**config.mk**
```make
export PLATFORM = sky130hd
export DESIGN_NAME = uart_rx
export DESIGN_NICKNAME = d
export VERILOG_FILES = /design/src/rtl/uart_rx.sv
export SDC_FILE = /design/constraint.sdc
export NUM_CORES = 1
export LEC_CHECK = 0
export ABC_AREA = 1
export CAP_MARGIN = 20
export CORE_MARGIN = 3
export CORE_UTILIZATION = 45
export DETAILED_ROUTE_END_ITERATION = 10
export HOLD_SLACK_MARGIN = 0.05
export PLACE_DENSITY = 0.77
export SLEW_MARGIN = 5
export SYNTH_ARGS = -nofsm -noshare
export SYNTH_HDL_FRONTEND = slang
export SYNTH_SLANG_ARGS = --single-unit
```
**constraint.sdc**
```tcl
create_clock -name clk -period 1.8 [get_ports clk]
set_input_delay 0.27 -clock clk [delete_from_list [all_inputs] [get_ports clk]]
set_output_delay 0.27 -clock clk [all_outputs]
set_load 0.01 [all_outputs]
```
**src/rtl/uart_rx.sv**
```systemverilog
// rtl/uart_rx.sv - UART 8N1 receiver, LSB first; RX_PARITY_EN adds an 8E1/8O1 parity stage
module uart_rx #(
    parameter int CLKS_PER_BIT = 868,
    parameter int PARITY_ODD   = 0
) (
    input  logic       clk,
    input  logic       n_rst,
    input  logic       rxd,
    output logic [7:0] rx_data,
    output logic       rx_valid,
    output logic       frame_err,
    output logic       parity_err,
    output logic       rx_busy
);

    localparam int CW = $clog2(CLKS_PER_BIT);
    localparam logic [CW-1:0] HALF_M1 = CW'(CLKS_PER_BIT / 2 - 1);
    localparam logic [CW-1:0] FULL_M1 = CW'(CLKS_PER_BIT - 1);

    typedef enum logic [2:0] {
        S_IDLE,
        S_START,
        S_DATA,
        S_PARITY,
        S_STOP,
        S_BREAK
    } state_t;

    state_t        state;
    logic [CW-1:0] cnt;
    logic [2:0]    idx;
    logic [7:0]    shreg;
    logic          rxd_m;
    logic          rxd_s;

`ifdef RX_PARITY_EN
    localparam logic PAR_ODD = (PARITY_ODD != 0);
    logic par_bad;
    logic par_err_q;
    assign parity_err = par_err_q;
`else
    // Parity polarity only matters when the parity stage is built in.
    localparam logic unused_parity_odd = (PARITY_ODD != 0);
    assign parity_err = 1'b0;
`endif

    assign rx_busy = (state != S_IDLE);

    // Two-flop synchroniser for the asynchronous line; idles high out of reset.
    always_ff @(posedge clk or negedge n_rst) begin
        if (!n_rst) begin
            rxd_m <= 1'b1;
            rxd_s <= 1'b1;
        end else begin
            rxd_m <= rxd;
            rxd_s <= rxd_m;
        end
    end

    // Frame state machine: midpoint sampling, byte assembly and single-cycle result pulses.
    always_ff @(posedge clk or negedge n_rst) begin
        if (!n_rst) begin
            state     <= S_IDLE;
            cnt       <= '0;
            idx       <= '0;
            shreg     <= '0;
            rx_data   <= '0;
            rx_valid  <= 1'b0;
            frame_err <= 1'b0;
`ifdef RX_PARITY_EN
            par_bad   <= 1'b0;
            par_err_q <= 1'b0;
`endif
        end else begin
            rx_valid  <= 1'b0;
            frame_err <= 1'b0;
`ifdef RX_PARITY_EN
            par_err_q <= 1'b0;
`endif
            case (state)
                S_IDLE: begin
                    cnt <= '0;
                    if (!rxd_s) begin
                        state <= S_START;
                    end
                end
                S_START: begin
                    if (cnt == HALF_M1) begin
                        cnt   <= '0;
                        idx   <= '0;
                        // A line back high at the start midpoint was only a glitch.
                        state <= rxd_s ? S_IDLE : S_DATA;
                    end else begin
                        cnt <= cnt + CW'(1);
                    end
                end
                S_DATA: begin
                    if (cnt == FULL_M1) begin
                        cnt   <= '0;
                        shreg <= {rxd_s, shreg[7:1]};
                        idx   <= idx + 3'd1;
                        if (idx == 3'd7) begin
`ifdef RX_PARITY_EN
                            state <= S_PARITY;
`else
                            state <= S_STOP;
`endif
                        end
                    end else begin
                        cnt <= cnt + CW'(1);
                    end
                end
`ifdef RX_PARITY_EN
                S_PARITY: begin
                    if (cnt == FULL_M1) begin
                        cnt     <= '0;
                        par_bad <= ((^shreg) ^ rxd_s) != PAR_ODD;
                        state   <= S_STOP;
                    end else begin
                        cnt <= cnt + CW'(1);
                    end
                end
`endif
                S_STOP: begin
                    if (cnt == FULL_M1) begin
                        cnt <= '0;
                        if (!rxd_s) begin
                            frame_err <= 1'b1;
                            state     <= S_BREAK;
                        end
`ifdef RX_PARITY_EN
                        else if (par_bad) begin
                            par_err_q <= 1'b1;
                            state     <= S_IDLE;
                        end
`endif
                        else begin
                            rx_data  <= shreg;
                            rx_valid <= 1'b1;
                            state    <= S_IDLE;
                        end
                    end else begin
                        cnt <= cnt + CW'(1);
                    end
                end
                S_BREAK: begin
                    cnt <= '0;
                    if (rxd_s) begin
                        state <= S_IDLE;
                    end
                end
                default: begin
                    cnt   <= '0;
                    state <= S_IDLE;
                end
            endcase
        end
    end

endmodule

```
==> impl_results.md <==
- Post-route ant nets: 0
- Largest net degree at the start of global routing: 37
- Ports: 15
- Multi-input gate area: 681 sq um
- RSZ-0062 raised after global routing: false
- Leakage Power: 0.997 nW
- Residual DRC: 0
- CTS max path bufs: 2
- Chip width: 67.5 um
- Largest area contributor in the netlist: dfrtp_1
- Die area: 4560 sq um
- Synth top area share: 49.9%
- Req. time, crit path: 1.53 ns
- Synthesized area per cell: 8.61 sq um
- Core box area: 3490 sq um
- Final setup TNS: 0 ns
- Share of cells above drive strength 1: 13.2%
- CP max stage delay: 0.53 ns
- Initial antenna violation count: 0
- Dpl cell area: 1900 sq um
- Hold depth: 0
- Crit path depth: 3
- PwrDens: 701 nW/um^2
- Die height: 67.5 um
- Top cells by area, synth: dfrtp_1 (50%), nand2_1 (10%), nor2_1 (5.7%)
- Post-route design area: 1990 sq um
- Synth warn: 0
- Status: complete, no violations
- Via count: 1294
- HPWL after detailed placement: 2110 um
- Commonest non-fill, non-tap cell in the layout: nand2_1
- Synth Register Bits: 36
- Worst path bufs/invs: 2
- Crit path kind: reg2out
- Register clock-pin slew on the reported worst setup and hold paths: 0.07 ns
- Synth Net Count: 205
- RR Endpoint: cnt[6]
- Critical-path top delay cell: clkdlybuf4s50_1
- Htree depth: 2
- Time the worst path needs with I/O delays and setup: 1.71 ns
- Root Buffer Master: clkbuf_8
- GRT Util Overall: 15.5%
- Area grow syn2layout: 16.8%
- Arrival @ worst endpoint: 1.44 ns
- Fillers: 329
- Mapped Cells: 198
- Post-CTS Resized: 0
- Commonest cells after routing, fill and taps aside: nand2_1 (47), dfrtp_1 (34), nor2_1 (26)
- Routability congestion estimate: 0.840
- Post-CTS setup buffers: 0
- Slew Viols, Final: 0
- Clock Skews: 0.0105 ns
- CTS Sinks: 36
- IO Port Bufs: 13
- TritonCTS Buffers: 5
- CP Capture Type: output pin
- WL final: 2910 um
- Top cell family by delay on the critical path: buffers and inverters
- DR pass1 iterations: 4
- Worst skew pair latency: 0.29 ns
- HP Class: reg2reg
- Hold buffers post-CTS: 0
- CTS tree: yes
- Cell Area, Synth: 1700 sq um
- Initial core utilization: 48.8%
- Fin cells: 266
- Peak VDD IR: 0.407 mV
- Setup violations, final: 0
- Count of cell types in the netlist: 28
- Placed Cells: 258
- Starting DRT DRC Count: 89
- Seq/Total Area, Yosys: 53.0%
- Row count: 21
- Critical Path, Cell by Cell: inv_2 -> nand2_1 -> clkdlybuf4s50_1
- Ant. Diodes: 0
- First-pass GRT wire length: 5220 um
- Routed WL per cell: 11.0 um
- R2R cell count: 8
- FF/Latch Area: 903 sq um
- Nets: 226
- Hold path endpoint: rxd_s
- Vias/cell: 4.86
- Tcrit/Tclk final: 94.8%
- Final hold vios: 0
- Min-delay src: rxd_m
- Grt total ovfl: 0
- Highest Clock Rate: 0.586 GHz
- Reg2reg start: cnt[0]
- Vias in the first global route: 1241
- Critical path startpoint category: flop
- Crit Path Max Fanout: 6
- R2R setup slack: 0.19 ns
- Max-cap check violation count: 0
==> worst reg2reg max path: cells and delay by family (launching register included) <==
family        cells  cell delay (ns)
fa+ha+maj         1             0.23
buf+inv           1             0.16
simple gates      6             0.69
flops             1             0.42
==> routing by layer <==
layer / vias to the layer above / wire [um] / GRT usage, %
li1: 665 / - / -
met1: 600 / 1410 / 19.0
met2: 24 / 1320 / 24.8
met3: 5 / 121 / 3.99
met4: 0 / 60 / 8.35
met5: - / 0 / 0
==> synthesized netlist by cell type <==
cell type   n
nand2_1    47
dfrtp_1    34
nor2_1     26
inv_1      23
nand3_1    12
o21ai_0     9
o21ai_1     7
a21oi_1     5
nand4_1     5
ha_1        4
inv_2       4
dfstp_2     2
nand2_2     2
nor2_2      2
nor2_4      2
xor2_1      2
a21o_1      1
buf_2       1
buf_4       1
buf_6       1
conb_1      1
nand3_2     1
nand3_4     1
nand4_2     1
nor3_1      1
nor3_4      1
o21ai_2     1
xnor2_1     1
==> worst max-delay path by stage <==
stage,from,end,slack [ns]
after floorplan,cnt[0],rx_data[3],0.32
after global placement,cnt[0],cnt[9],0.28
after detailed placement,cnt[0],cnt[3],0.20
after CTS,state[1],rx_busy,0.05
after global routing,cnt[0],cnt[6],0.03
final,state[2],rx_busy,0.09
==> report_power, final <==
group | switching [mW] | leakage, nW | internal, mW
Clock | 0.289 | 0.0479 | 0.269
Combinational | 0.0185 | 0.468 | 0.00566
Sequential | 0.00113 | 0.481 | 0.813
==> cells by family (layout without fill, tap and decap cells) <==
family | count (synthesis) | after routing | synth area share, %
other | 1 | 1 | 0.220
flip-flops | 36 | 36 | 53.0
AO/OA/AOI/OAI | 23 | 23 | 7.12
adder cells (fa/ha/maj) | 4 | 4 | 2.94
buffers and inverters | 30 | 52 | 7.34
XOR/XNOR | 3 | 3 | 1.54
AND/OR/NAND/NOR | 101 | 101 | 27.8
==> per-stage QoR <==
stage          hold WS (ns)  util [%]  worst slack (ns)  power [mW]
4_1_cts               0.359      56.8            0.0515        1.42
2_1_floorplan       -0.0256         -             0.320       0.834
3_5_place_dp          0.348      54.3             0.195       0.855
6_report              0.359      57.0            0.0937        1.40
3_3_place_gp          0.346      54.3             0.284       0.854
5_1_grt               0.361      57.0            0.0303        1.46
==> registers in the layout, summed over array words and instances, names as in the netlist <==
| register | flops |
|---|---|
| shreg | 8 |
| cnt | 10 |
| state | 3 |
| rxd_s | 1 |
| rx_data | 8 |
| rx_valid | 1 |
| idx | 3 |
| frame_err | 1 |
| rxd_m | 1 |
==> layout make-up <==
| cell class | instances | area share (%) |
|---|---|---|
| Clock buffer | 5 | 3.46 |
| Clock inverter | 3 | 0.943 |
| Multi-Input combinational cell | 132 | 34.2 |
| Timing Repair Buffer | 17 | 8.05 |
| Sequential cell | 36 | 45.4 |
| Inverter | 27 | 5.09 |
| Tap cell | 46 | 2.89 |
Note: power is estimated with default switching activity, not from simulation.
==> variant (config.mk and constraints unchanged) <==
Add an input register stage for `rxd`, cleared by the reset; this delays it by one clock.
--- a/src/rtl/uart_rx.sv
+++ b/src/rtl/uart_rx.sv
@@ -28,2 +28,12 @@
 
+    logic rxd_q;
+
+    always_ff @(posedge clk or negedge n_rst) begin
+        if (!n_rst) begin
+            rxd_q <= '0;
+        end else begin
+            rxd_q <= rxd;
+        end
+    end
+
     state_t        state;
@@ -54,3 +64,3 @@
         end else begin
-            rxd_m <= rxd;
+            rxd_m <= rxd_q;
             rxd_s <= rxd_m;
Formal check against the unedited RTL: not equivalent (Yosys sat finds a counterexample within 4 cycles, from zero or initial values and one cycle with n_rst low).
==> variant against the original RTL <==
- synthesized area rose by 1.7%
- power is 11% higher
- fmax down 0.72%
- synthesized cell count shrank 0.51%
- final area grew 1.9%
- setup slack worse by 0.012 ns
- sequential cell count up 1
- wire length is 1.9% higher
==> variant: results <==
[pwr]
p_leak_nw = 0.986
irDropWorstVdd_mv = 0.448

[worst_setup_path]
cp_max_fo = 3
slowest_delay_ns = 0.49
r2r_start = cnt[0]$_DFF_PN0_
crit_path_start = state[1]$_DFFE_PN0P_
r2r_slack_ns = 0.22
r2r-end = rx_data[5]$_DFFE_PN0P_

[global_routing]
grt_max_degree = 38
grt_use_total_pct = 15.6
grt_pass1_vias = 1207
met1_usage_pct = 21.5
grt_use_met2_pct = 22.9
grt_use_met3_pct = 5.91
grt_pass1_wl_um = 5330

[sta]
whs_ns = 0.354
max_clock_freq_ghz = 0.582
fin_skew_ns = 0.00774

[place]
place_inst = 255
hpwl_um = 2150
gp_congestion = 0.896
dp_slack_ns = 0.192
placed_cell_area_um2 = 1910

[worst_hold_path]
holdPathStages = 0
hold_path.startpoint = rxd_q$_DFF_PN0_
holdPathEnd = rxd_m$_DFF_PN1_

[synthesis]
avgSynthCellArea_um2 = 8.80
syn_nets = 204
synth_common_cells = nand2_1 (42), dfrtp_1 (35), nor2_1 (25), inv_1 (20), nand3_1 (9)
yosys.area_share.xor_xnor_pct = 2.02
ys_seq_area_share_pct = 53.6
synth.distinct_cells = 27
netlist_top_cells_area = dfrtp_1 (51%), nand2_1 (9.1%), nor2_1 (5.4%)
synth_fa_ha_area_share_pct = 2.89
synth_compound_area_share_pct = 8.95

[drt]
drtIter0Drc = 128
wl_met1_um = 1500
top_layer = met4
drt-wirelength-per-cell_um = 11.2
met2_length_um = 1300
wl_met3_um = 146
drt_pass1_iterations = 6
vias = 1313

[clocking]
cts_hold_buf = 1
clock_latency_ns = 0.29
cts_resized = 0

[cells_and_area]
num-nets-final = 224
drive_above_1_share_pct = 17.0
stdcell_count = 264

[status]
outcome = completed
[variant: changes by cell type in the layout (fill, tap and decap cells not counted), sizes merged, moves of 3 or more]
cell | unedited run | this run
nor2 | 30 | 26
nand3 | 14 | 11
a21oi | 5 | 9
nand2 | 49 | 45
or2 | 0 | 3
nor3 | 2 | 7
[variant: cells by family (layout without fill, tap and decap cells)]
kind of cell	after synthesis	in the layout
AND/OR/NAND/NOR	97	97
flip-flops	37	37
buffers and inverters	29	50
AO/OA/AOI/OAI	25	25
adder cells (fa/ha/maj)	4	4
XOR/XNOR	4	4
other	1	1
[variant: report_power, final]
group          internal, mW  switching (mW)
Sequential            0.836         0.00255
Clock                 0.411           0.278
Combinational       0.00595          0.0176
[variant: area by class of cell]
type	count	area [µm²]
inverters	26	97.6
repair buffers	16	150
flip-flops and latches	37	930
clock buffers	6	72.6
well taps	46	57.6
multi-input cells	131	686
clock inverters	2	35.0
fillers	311	1490
